$ cat src/rtl/uart_tx_sched_if.sv
// Requester and FIFO write-side signal bundle for uart_tx_sched.
// The producer/FIFO environment uses the master modport, the scheduler the slave modport.
interface uart_tx_sched_if #(
  parameter int NUM_REQ    = 4,
  parameter int DATA_WIDTH = 8
);

  logic [NUM_REQ-1:0]            req_valid;
  logic [NUM_REQ*DATA_WIDTH-1:0] req_data;
  logic [NUM_REQ-1:0]            req_last;
  logic [NUM_REQ-1:0]            req_ready;
  logic                          fifo_wr_en;
  logic [DATA_WIDTH-1:0]         fifo_din;
  logic                          fifo_rd_done;

  // Producers and the FIFO read side: offer bytes, report pops, observe writes.
  modport master (
    output req_valid, req_data, req_last, fifo_rd_done,
    input  req_ready, fifo_wr_en, fifo_din
  );

  // Scheduler: accepts bytes and owns the FIFO write port.
  modport slave (
    input  req_valid, req_data, req_last, fifo_rd_done,
    output req_ready, fifo_wr_en, fifo_din
  );

endinterface

$ cat src/rtl/uart_tx_sched.sv
// Round-robin scheduler sharing the UART TX FIFO write port between NUM_REQ
// byte-stream producers. A grant is held for a whole packet (until req_last),
// and every write is gated by a credit counter that mirrors free FIFO slots,
// including writes still in flight, so the FIFO is never written while full.
module uart_tx_sched #(
  parameter  int NUM_REQ    = 4,
  parameter  int DATA_WIDTH = 8,
  parameter  int FIFO_DEPTH = 16,
  localparam int ID_W       = $clog2(NUM_REQ),
  localparam int CRED_W     = $clog2(FIFO_DEPTH) + 1
) (
  input  logic              clk,
  input  logic              reset,
  uart_tx_sched_if.slave    bus,
  output logic [ID_W-1:0]   grant_id,
  output logic              busy,
  output logic [CRED_W-1:0] credits,
  output logic              cred_err
);

  typedef enum logic [1:0] {
    IDLE = 2'd0,
    ARB  = 2'd1,
    XFER = 2'd2
  } state_t;

  localparam logic [CRED_W-1:0] CRED_MAX = CRED_W'(FIFO_DEPTH);

  state_t                state;
  logic [ID_W-1:0]       rr_ptr;

  logic                  arb_found;
  logic [ID_W-1:0]       arb_winner;

  logic [NUM_REQ-1:0]    ready;
  logic [DATA_WIDTH-1:0] xfer_data;
  logic                  xfer_last;
  logic                  xfer;
  logic                  cred_full;
  logic                  pop_eff;

  // Requester index base+off, wrapped modulo NUM_REQ (NUM_REQ need not be a power of two).
  function automatic logic [ID_W-1:0] wrap_inc(input logic [ID_W-1:0] base, input int off);
    int sum;
    sum = int'(base) + off;
    if (sum >= NUM_REQ) sum = sum - NUM_REQ;
    return sum[ID_W-1:0];
  endfunction

  // Round-robin pick: first valid requester at or after rr_ptr, scanning with wrap.
  always_comb begin
    // NOTE: every combinational output is given a default before any condition,
    // so no path leaves it unassigned and no latch is inferred.
    arb_found  = 1'b0;
    arb_winner = rr_ptr;
    // Scan from the far end so the nearest valid index is the one left standing.
    for (int k = NUM_REQ - 1; k >= 0; k--) begin
      if (bus.req_valid[wrap_inc(rr_ptr, k)]) begin
        arb_found  = 1'b1;
        arb_winner = wrap_inc(rr_ptr, k);
      end
    end
  end

  // Accept decode and data/last mux for the granted requester.
  always_comb begin
    ready     = '0;
    xfer_data = '0;
    xfer_last = 1'b0;
    for (int i = 0; i < NUM_REQ; i++) begin
      if (grant_id == ID_W'(i)) begin
        ready[i]  = (state == XFER) && (credits != '0);
        xfer_data = bus.req_data[i*DATA_WIDTH +: DATA_WIDTH];
        xfer_last = bus.req_last[i];
      end
    end
  end

  assign bus.req_ready = ready;
  assign xfer          = |(ready & bus.req_valid);
  assign cred_full     = (credits == CRED_MAX);
  // A pop reported while every slot is already free is bogus and must not count.
  assign pop_eff       = bus.fifo_rd_done && !cred_full;

  // Control FSM: arbitration, packet lock, round-robin pointer and busy flag.
  // NOTE: sequential state uses non-blocking assignments so every flop samples
  // pre-edge values regardless of statement order inside the block.
  always_ff @(posedge clk or posedge reset) begin
    if (reset) begin
      state    <= IDLE;
      rr_ptr   <= '0;
      grant_id <= '0;
      busy     <= 1'b0;
    end else begin
      unique case (state)
        IDLE: begin
          if (|bus.req_valid) state <= ARB;
        end
        ARB: begin
          if (arb_found) begin
            grant_id <= arb_winner;
            busy     <= 1'b1;
            state    <= XFER;
          end else begin
            // Valids dropped between IDLE and ARB.
            state <= IDLE;
          end
        end
        XFER: begin
          // Stalls (valid low or no credits) simply hold here with the grant locked.
          if (xfer && xfer_last) begin
            rr_ptr <= wrap_inc(grant_id, 1);
            busy   <= 1'b0;
            state  <= IDLE;
          end
        end
        default: begin
          state <= IDLE;
        end
      endcase
    end
  end

  // Registered FIFO write port: one strobe the cycle after each accepted byte.
  always_ff @(posedge clk or posedge reset) begin
    if (reset) begin
      bus.fifo_wr_en <= 1'b0;
      bus.fifo_din   <= '0;
    end else begin
      bus.fifo_wr_en <= xfer;
      if (xfer) bus.fifo_din <= xfer_data;
    end
  end

  // Credit counter: free FIFO slots, decremented at accept time so in-flight
  // writes are already accounted for; sticky error on pops at full credit.
  always_ff @(posedge clk or posedge reset) begin
    if (reset) begin
      credits  <= CRED_MAX;
      cred_err <= 1'b0;
    end else begin
      // xfer needs credits != 0 and pop_eff needs credits != max, so no wrap.
      unique case ({pop_eff, xfer})
        2'b10:   credits <= credits + CRED_W'(1);
        2'b01:   credits <= credits - CRED_W'(1);
        default: credits <= credits;
      endcase
      if (bus.fifo_rd_done && cred_full) cred_err <= 1'b1;
    end
  end

endmodule

$ cat src/flat_wrapper.sv
// flat-port wrapper written by rule: the top's interface ports become plain ports
module uart_tx_sched_flat 
#(
  parameter  int NUM_REQ    = 4,
  parameter  int DATA_WIDTH = 8,
  parameter  int FIFO_DEPTH = 16,
  localparam int ID_W       = $clog2(NUM_REQ),
  localparam int CRED_W     = $clog2(FIFO_DEPTH) + 1
)
  (clk, reset, grant_id, busy, credits, cred_err, bus_req_valid, bus_req_data, bus_req_last, bus_fifo_rd_done, bus_req_ready, bus_fifo_wr_en, bus_fifo_din);
  uart_tx_sched_if #(.NUM_REQ(NUM_REQ), .DATA_WIDTH(DATA_WIDTH)) bus_i ();
  input  logic clk;
  input  logic reset;
  output logic [ID_W-1:0] grant_id;
  output logic busy;
  output logic [CRED_W-1:0] credits;
  output logic cred_err;
  input wire logic [$bits(bus_i.req_valid)-1:0] bus_req_valid;
  input wire logic [$bits(bus_i.req_data)-1:0] bus_req_data;
  input wire logic [$bits(bus_i.req_last)-1:0] bus_req_last;
  input wire logic [$bits(bus_i.fifo_rd_done)-1:0] bus_fifo_rd_done;
  output wire logic [$bits(bus_i.req_ready)-1:0] bus_req_ready;
  output wire logic [$bits(bus_i.fifo_wr_en)-1:0] bus_fifo_wr_en;
  output wire logic [$bits(bus_i.fifo_din)-1:0] bus_fifo_din;
  assign bus_i.req_valid = bus_req_valid;
  assign bus_i.req_data = bus_req_data;
  assign bus_i.req_last = bus_req_last;
  assign bus_i.fifo_rd_done = bus_fifo_rd_done;
  assign bus_req_ready = bus_i.req_ready;
  assign bus_fifo_wr_en = bus_i.fifo_wr_en;
  assign bus_fifo_din = bus_i.fifo_din;
  uart_tx_sched #(.NUM_REQ(NUM_REQ), .DATA_WIDTH(DATA_WIDTH), .FIFO_DEPTH(FIFO_DEPTH)) u_core (.clk(clk), .reset(reset), .bus(bus_i), .grant_id(grant_id), .busy(busy), .credits(credits), .cred_err(cred_err));
endmodule
$ cat config.mk
export PLATFORM = sky130hd
export DESIGN_NAME = uart_tx_sched_flat
export DESIGN_NICKNAME = d
export VERILOG_FILES = /design/src/rtl/uart_tx_sched_if.sv /design/src/rtl/uart_tx_sched.sv /design/src/flat_wrapper.sv
export SDC_FILE = /design/constraint.sdc
export NUM_CORES = 1
export LEC_CHECK = 0
export BUFFER_PORTS_ARGS = -buffer_cell sky130_fd_sc_hd__buf_2
export CAP_MARGIN = 25
export CORE_ASPECT_RATIO = 1.25
export CORE_MARGIN = 5
export CORE_UTILIZATION = 35
export CTS_CLUSTER_DIAMETER = 30
export DETAILED_ROUTE_END_ITERATION = 16
export HOLD_SLACK_MARGIN = 0.1
export PLACE_DENSITY = 0.64
export SKIP_CTS_REPAIR_TIMING = 1
export SYNTH_ARGS = -nofsm -noshare
export SYNTH_HDL_FRONTEND = slang
export SYNTH_SLANG_ARGS = --single-unit
export TNS_END_PERCENT = 5
$ cat constraint.sdc
create_clock -name clk -period 6.7 [get_ports clk]
set_input_delay 0.67 -clock clk [delete_from_list [all_inputs] [get_ports clk]]
set_output_delay 0.67 -clock clk [all_outputs]
set_load 0.03 [all_outputs]
==> results.ini, run 1 <==
[yosys]
synth-seq-cells = 22
synth.cell_area_um2 = 1450
syn_inst = 158
ys_types = 41
yosysSeqAreaShare = 0.381
synth.net_count = 210
yosysWarnings = 0
syn_area_per_cell_um2 = 9.18

[power_and_ir_drop]
switchingPower_uw = 438
p_clk_frac = 0.133
p_per_area_nw_per_um2 = 494
p_int_uw = 485
power_uw = 924
p_seq_frac = 0.278
p_leak_uw = 0.000924
p_comb_frac = 0.590
swShare = 0.474
ir_drop_mv = 0.171

[placed_design]
dpl.hpwl_um = 3020
place_inst = 270
place.gp.congestion = 0.814
io_buffers = 64

[worst_hold_path]
min_path_type = flop to flop

[routing]
drt_iter0_markers = 32
dr.pass1.iters = 4
drc = 0
viasPerCell = 4.93
post_drt_wl_per_cell_um = 13.6
dr_total_vias = 1352
routed_wl_um = 3720
ant_nets = 0

[global_routing]
grt_pass1_wl_um = 6140
grt_max_degree = 23
grt_overflow = 0
antenna_found_initial = 0
track_usage = 0.146
grt_pass1_vias = 1389

[timing]
fin_crit_sh = 0.502
rsz0062_at_grt = no
tightest_slew_ps = 847
fmax_mhz = 298
maxSlewHeadroom = 0.435
final-setup-viol-count = 0
hold_viol_final = 0
fin_skew_ps = 5.87
tns_ps = 0
min_period_ps = 3360
finalMaxSlewViolations = 0
whs_ps = 458

[floorplanning]
placementRows = 26
die_y_um = 82.0
die_w_um = 67.6
ios = 65
start_util = 0.357
design.core.area_um2 = 4070
die-area_um2 = 5540

[worst_setup_path]
crit_required_ps = 6890
critPathMaxFanout = 20
cp.arrival_ps = 3550
critPathLaunchType = flop
end_kind = flop
crit_type = flop to flop

[cts]
cts_max_path_buffers = 2
htree_levels = 1
numCtsBuffers = 3
cts_tree = built
clkSlewWorstSetupHoldPaths_ps = 80
root_buffer = clkbuf_8
cts_sinks = 22
clk_latency_ps = 260

[finish]
nFillCells = 411
layout-drive-gt1-share = 0.358
final_cells = 274
diodes = 0
post-route-util = 0.459
area_delta_synth_final_pct = 28.8
nets = 271

[job]
drv_cap = 0

[status]
status = finished clean

cells in the final DEF (no fill, tap or decap), types with 2 or more instances in the layout:
cell      count
and2_1        4
ha_1          8
nor3_1       10
nor2_1        3
o21ai_1       9
xor2_1        2
a22oi_1       2
dfrtp_1      21
nand2_1      17
buf_2        64
inv_1        11
a221oi_1      8
xnor2_1       2
o21ai_0       5
a21o_1        2
nor2b_1      12
a21oi_1      12
mux2i_1       2
clkbuf_8      3
sequential cells by signal, indices dropped and copies added, names as in the netlist:
register               flops
u_core.cred_err            1
u_core.bus.fifo_din        8
u_core.busy                1
u_core.bus.fifo_wr_en      1
u_core.rr_ptr              2
u_core.grant_id            2
u_core.credits             5
u_core.state               2
critical path, stage by stage, from the launching register on:
cell and delay (ps):
dfrtp_1 430, inv_1 130, ha_1 540, a22oi_1 180, nand2_1 150, nand2_2 190
inv_1 130, ha_1 240, inv_1 100, fa_1 400, nor2b_1 120, o21ai_1 80
nand3_1 80, or3b_1 360, xnor2_1 140
final cells by class:
type / count / area [um^2] / area share
Timing Repair Buffer: 64 / 320 / 0.171
Tap cell: 56 / 70.1 / 0.0375
Clock inverter: 1 / 30.0 / 0.0161
Multi-Input combinational cell: 117 / 813 / 0.435
Clock buffer: 3 / 41.3 / 0.0221
Inverter: 11 / 41.3 / 0.0221
Sequential cell: 22 / 552 / 0.295
per-stage QoR:
step	worst slack [ps]	area, um^2
final	3340	1870
after global routing	2900	1870
after floorplan	3600	1450
after global placement	3510	1800
after detailed placement	3380	1800
after CTS	3350	1870
power groups by stage:
stage               registers, uW  clock network (uW)  logic (uW)
floorplan                     342                   0         337
global route                  265                 136         612
global placement              258                   0         545
detailed placement            260                   0         551
CTS                           257                 126         554
finish                        256                 122         545
cells in the mapped netlist:
master     instances  area, um^2
dfrtp_1           21         526
o21ai_0            5        25.0
nand2_2            1        6.26
a221oi_2           1        15.0
or3b_1             1        8.76
ha_1               8         100
a31o_2             1        8.76
buf_6              1        11.3
a31o_1             1        8.76
inv_1             11        41.3
nand2b_1           1        6.26
a21oi_4            1        16.3
o22ai_1            1        6.26
nor4_1             1        6.26
fa_1               1        20.0
nor2_1             3        11.3
o32a_1             1        10.0
xnor2_1            2        17.5
xor2_1             2        17.5
nor3_1            10        50.1
o2111ai_1          1        8.76
nor2b_2            1        8.76
o31ai_2            1        12.5
buf_2              2        10.0
and2_1             4        25.0
a22oi_1            2        15.0
a21oi_1           12        60.1
buf_4              1        7.51
clkbuf_1           4        15.0
o21ai_1            9        45.0
nor2b_1           12        75.1
mux2i_1            2        20.0
nand3_1            1        5.00
nor4_4             1        21.3
a22o_1             1        8.76
nand2_1           17        63.8
a21o_1             2        15.0
mux2_4             1        15.0
a221oi_1           8        70.1
nand3_2            1        10.0
dfstp_2            1        26.3
final timing paths:
kind / slack (ps) / end / depth (start not counted) / from
worst max-delay path: 3340 / u_core.credits[4] / 14 / u_core.grant_id[0]
worst min-delay path: 460 / u_core.state[0] / 1 / u_core.state[0]
worst max register to register: 3340 / u_core.credits[4] / 14 / u_core.grant_id[0]
worst min register to register: 460 / u_core.state[0] / 1 / u_core.state[0]
max in group asynchronous: 5610 / u_core.bus.fifo_din[6] / 2 / reset
min in group asynchronous: 570 / u_core.rr_ptr[0] / 2 / reset
per-layer routing:
layer	track usage	wire (um)	vias to the layer above
met5	0	0	-
met4	0.0669	61	0
met3	0.0205	234	4
met2	0.269	1910	40
met1	0.162	1520	627
li1	-	-	681
cell families (layout without fill, tap and decap cells):
family / count (synthesis) / count (layout) / synth area share
and+or+nand+nor: 54 / 54 / 0.205
AOI/OAI and AO/OA: 47 / 47 / 0.224
DFF: 22 / 22 / 0.381
buffers and inverters: 19 / 79 / 0.0587
adders and majority gates: 9 / 9 / 0.0828
xor gates and xnor gates: 4 / 4 / 0.0242
muxes: 3 / 3 / 0.0242
(Power assumes the default switching activity.)
==> run 2: changes to the inputs <==
Settings changed: ABC_AREA set to 1, PLACE_DENSITY 0.64 to 0.63.
Clock period 6.7 ns to 3.1 ns, I/O delays scaled along.
==> results.ini, run 2 <==
[power_and_ir_drop]
power_uw = 2040
p_leak_uw = 0.00114
p_per_area_nw_per_um2 = 997
p_seq_frac = 0.265
p_comb_frac = 0.646
p_clk_frac = 0.090
switchingPower_uw = 1090
swShare = 0.535
ir_drop_mv = 0.387
p_int_uw = 949

[finish]
top_regs = u_core.bus.fifo_din: 8 flops, u_core.credits: 5 flops
regMostFlops = u_core.bus.fifo_din
nets = 354
diodes = 0
final_common_cell = nand2_1
nFillCells = 496
layout_common_cells = nand2_1, buf_2, inv_1, o21ai_0, dfrtp_1
area_delta_synth_final_pct = 25.8
layout-drive-gt1-share = 0.279
largest_reg_flops = 8

[yosys]
synth.top_cells.by_count = nand2_1, inv_1, o21ai_0
syn_inst = 236
yosysWarnings = 0
ys_types = 30
synth-seq-cells = 22
synth_top_area_frac = 0.323
yosysMostFrequentCell = nand2_1
yosysSeqAreaShare = 0.339
synth_area_leaders = dfrtp_1, nand2_1, o21ai_0
synth_top_area_cell = dfrtp_1
synth.cell_area_um2 = 1630
synth.net_count = 288
syn_area_per_cell_um2 = 6.89
ys_async_sr_fraction = 1.00
synthFlopType = dfrtp_1
synth_enable_flop_cells = 0

[timing]
rsz0062_at_grt = no
tns_ps = 0
fmax_mhz = 389
fin_crit_sh = 0.829
hold_viol_final = 0
min_period_ps = 2570
final-setup-viol-count = 0
maxSlewHeadroom = 0.440
tightest_slew_ps = 839
finalMaxSlewViolations = 0
fin_skew_ps = 3.01

[worst_setup_path]
critPathLaunchType = flop
crit_type = flop to flop
end_kind = flop
crit_required_ps = 3290
critPathMaxFanout = 13
cp.arrival_ps = 2760

[worst_hold_path]
min_path_type = input pin to asynchronous set/reset pin

[routing]
dr.pass1.iters = 4
drt_iter0_markers = 77
drt-met1-wl_um = 1930
routed_wl_um = 4460
drc = 0
dr_total_vias = 1689
highest_layer = met4
met2_length_um = 2250
ant_nets = 0
post_drt_wl_per_cell_um = 12.4
dr_wl_met3_um = 190
viasPerCell = 4.70

[floorplanning]
ios = 65
start_util = 0.365
die_y_um = 86.2
placementRows = 27
die_w_um = 71.0
die-area_um2 = 6120
design.core.area_um2 = 4460

[global_routing]
antenna_found_initial = 0
grt_pass1_vias = 1567
grt_pass1_wl_um = 7130
grt_overflow = 0
track_usage = 0.143
grt_max_degree = 23

[placed_design]
dpl.hpwl_um = 3780
place.gp.congestion = 0.826
io_buffers = 64

[cts]
cts_max_path_buffers = 2
cts_tree = built
htree_levels = 1
clk_latency_ps = 260
numCtsBuffers = 3
clkSlewWorstSetupHoldPaths_ps = 80
cts_sinks = 22
root_buffer = clkbuf_8

[status]
status = finished clean

[job]
drv_cap = 0

==> run 2: changes by cell type after synthesis, sizes merged, moves of 4 or more <==
cell    change
nand2      +68
nand3      +17
inv        +16
nor2       +13
nor2b      -13
o21ai      +12
nor3       -10
a221oi      -9
nand4       +5
and2        -4
==> run 2: power groups by stage <==
stage / clock, uW / combinational [uW] / sequential, uW
after floorplan: 0 / 828 / 707
after global placement: 0 / 1320 / 547
after detailed placement: 0 / 1330 / 548
after CTS: 188 / 1340 / 543
after global routing: 202 / 1480 / 561
final: 183 / 1320 / 540
==> run 2: worst max-delay path, cell delays in order, from the launching register on <==
cell     delay, ps
dfstp_2        560
inv_1           70
nand3_2        120
nand4_1        120
nand2_2        120
inv_4           70
nand2_4        160
ha_1           290
inv_1           90
fa_1           360
inv_1           80
nand2_1         70
nand2_1         60
a21oi_1         70
xor2_1         140
nand2_1         50
o21ai_0         70
==> run 2: per-layer routing <==
layer	global-route usage	up-vias
met5	0	-
met4	0.0513	0
met3	0.0186	6
met2	0.252	34
met1	0.177	758
li1	-	891
==> run 2: through the flow <==
step,util,hold slack (ps),cells,worst slack [ps],cell area (um^2)
6_report,0.459,206,359,531,2050
3_3_place_gp,0.449,422,355,641,2000
5_1_grt,0.459,289,359,301,2050
2_1_floorplan,-,298,236,498,1630
3_5_place_dp,0.449,422,355,545,2000
4_1_cts,0.459,236,359,527,2050
==> run 2: final cells by class <==
cell class	count	area (um^2)	area share
Sequential cell	22	552	0.270
Multi-Input combinational cell	181	928	0.454
Tap cell	58	72.6	0.0355
Inverter	27	106	0.0520
Timing Repair Buffer	67	343	0.167
Clock buffer	4	45.0	0.0220
==> run 2: path summary, 6_finish.rpt <==
check / startpoint / slack [ps] / cells after the start / end
min: reset / 210 / 2 / u_core.credits[3]
max: u_core.credits[4] / 530 / 16 / u_core.credits[4]
max in group asynchronous: reset / 2380 / 2 / u_core.credits[0]
min in group clk: bus_fifo_rd_done / 290 / 3 / u_core.cred_err
max reg2reg: u_core.credits[4] / 530 / 16 / u_core.credits[4]
min reg2reg: u_core.state[1] / 430 / 1 / u_core.state[0]
==> run 2: cells by family (layout without fill, tap and decap cells) <==
| family | count (synthesis) | after routing | synth area share |
|---|---|---|---|
| XOR/XNOR | 3 | 3 | 0.0162 |
| flip-flops | 22 | 22 | 0.339 |
| buffers and inverters | 33 | 98 | 0.0900 |
| adder cells (fa/ha/maj) | 9 | 9 | 0.0738 |
| AO/OA/AOI/OAI | 42 | 42 | 0.145 |
| AND/OR/NAND/NOR | 127 | 127 | 0.336 |
==> run 3: changes to the inputs <==
Settings changed: ABC_AREA 1 to 0, PLACE_DENSITY 0.63 to 0.67.
Clock period 3.1 ns to 2.15 ns, I/O delays scaled along.
==> results.ini, run 3 (same netlist as run 1, synthesis figures left out) <==
[finish]
largest_reg_flops = 8
regMostFlops = u_core.bus.fifo_din
area_delta_synth_final_pct = 51.3
diodes = 0
nets = 304
nFillCells = 375
post-route-util = 0.539
layout_common_cells = buf_2, buf_4, dfrtp_1
layout-drive-gt1-share = 0.506
final_common_cell = buf_2
top_regs = u_core.bus.fifo_din: 8 flops, u_core.credits: 5 flops

[worst_setup_path]
end_kind = flop
critPathLaunchType = flop
crit_required_ps = 2340
cp.arrival_ps = 2630
critPathMaxFanout = 4
crit_type = flop to flop

[placed_design]
io_buffers = 64
dpl.hpwl_um = 3120
place.gp.congestion = 0.875
dp_slack_ps = -287

[timing]
fin_ws_ps = -289
rsz0062_at_grt = yes
tightest_slew_ps = 576
tns_ps = -331
hold_viol_final = 0
fmax_mhz = 410
min_period_ps = 2440
finalMaxSlewViolations = 0
final-setup-viol-count = 2
fin_skew_ps = 1.53
fin_crit_sh = 1.13
maxSlewHeadroom = 0.613

[floorplanning]
ios = 65
die-area_um2 = 5540
start_util = 0.357
placementRows = 26
design.core.area_um2 = 4070
die_w_um = 67.6
die_y_um = 82.0

[cts]
cts_max_path_buffers = 2
htree_levels = 1
root_buffer = clkbuf_8
clkSlewWorstSetupHoldPaths_ps = 80
numCtsBuffers = 3
clk_latency_ps = 260
cts_tree = built
cts_sinks = 22

[routing]
viasPerCell = 4.88
ant_nets = 0
drc = 0
routed_wl_um = 3930
post_drt_wl_per_cell_um = 12.8
dr_total_vias = 1499
drt_iter0_markers = 49
highest_layer = met4
met2_length_um = 1910
dr.pass1.iters = 4
dr_wl_met3_um = 365
drt-met1-wl_um = 1620

[status]
status = finished, violations left
failed_checks = negative setup slack

[global_routing]
track_usage = 0.140
grt_max_degree = 23
grt_pass1_vias = 1368
antenna_found_initial = 0
grt_pass1_wl_um = 6010
grt_overflow = 0

[power_and_ir_drop]
p_per_area_nw_per_um2 = 1500
ir_drop_mv = 0.598
p_leak_uw = 0.00107

[worst_hold_path]
min_path_type = input pin to flop

[job]
drv_cap = 0

-- run 3: final cells by class --
class / count / area (um^2) / share of cell area
inverters: 11 / 46.3 / 0.0211
multi-input cells: 117 / 897 / 0.409
flip-flops and latches: 22 / 554 / 0.253
well taps: 56 / 70.1 / 0.0319
clock buffers: 4 / 55.1 / 0.0251
repair buffers: 97 / 571 / 0.260
-- run 3: per-layer routing --
layer	vias up	track usage
met2	62	0.248
met5	-	0
met3	4	0.0233
met1	686	0.173
met4	0	0.0365
li1	747	-
-- run 3: final timing paths --
kind | slack (ps) | cells past startpoint | from | to
min in group asynchronous | 540 | 4 | reset | u_core.bus.fifo_din[4]
hold reg to reg | 480 | 1 | u_core.busy | u_core.busy
setup reg to reg | -290 | 14 | u_core.grant_id[0] | u_core.credits[4]
hold / removal | 220 | 3 | bus_req_data[25] | u_core.bus.fifo_din[1]
setup / recovery | -290 | 14 | u_core.grant_id[0] | u_core.credits[4]
max in group asynchronous | 1330 | 4 | reset | u_core.credits[4]
-- run 3: worst max-delay path: stages, from the launching register on --
cell     delay, ps
dfrtp_2        470
inv_4          110
ha_4           140
a22oi_2         70
nand2_1        100
nand2_2         70
inv_2           80
ha_4           170
inv_2           50
fa_2           340
nor2b_1        110
o21ai_1         80
nand3_1         80
or3b_1         360
xnor2_1        160
-- run 3: report_power, final --
| part | leakage, uW | switching [uW] | internal, uW |
|---|---|---|---|
| sequential | 0.000266 | 160 | 615 |
| clock | 0.0000288 | 131 | 163 |
| combinational | 0.000773 | 1210 | 1010 |
-- run 3: stage by stage --
stage / instance area, um^2 / std cells / hold slack, ps / power [uW]
floorplan: 1530 / 158 / 203 / 2230
global placement: 2080 / 299 / 264 / 2880
detailed placement: 2080 / 299 / 275 / 2910
CTS: 2130 / 303 / -11.4 / 3220
global route: 2190 / 307 / 222 / 3570
finish: 2190 / 307 / 225 / 3280
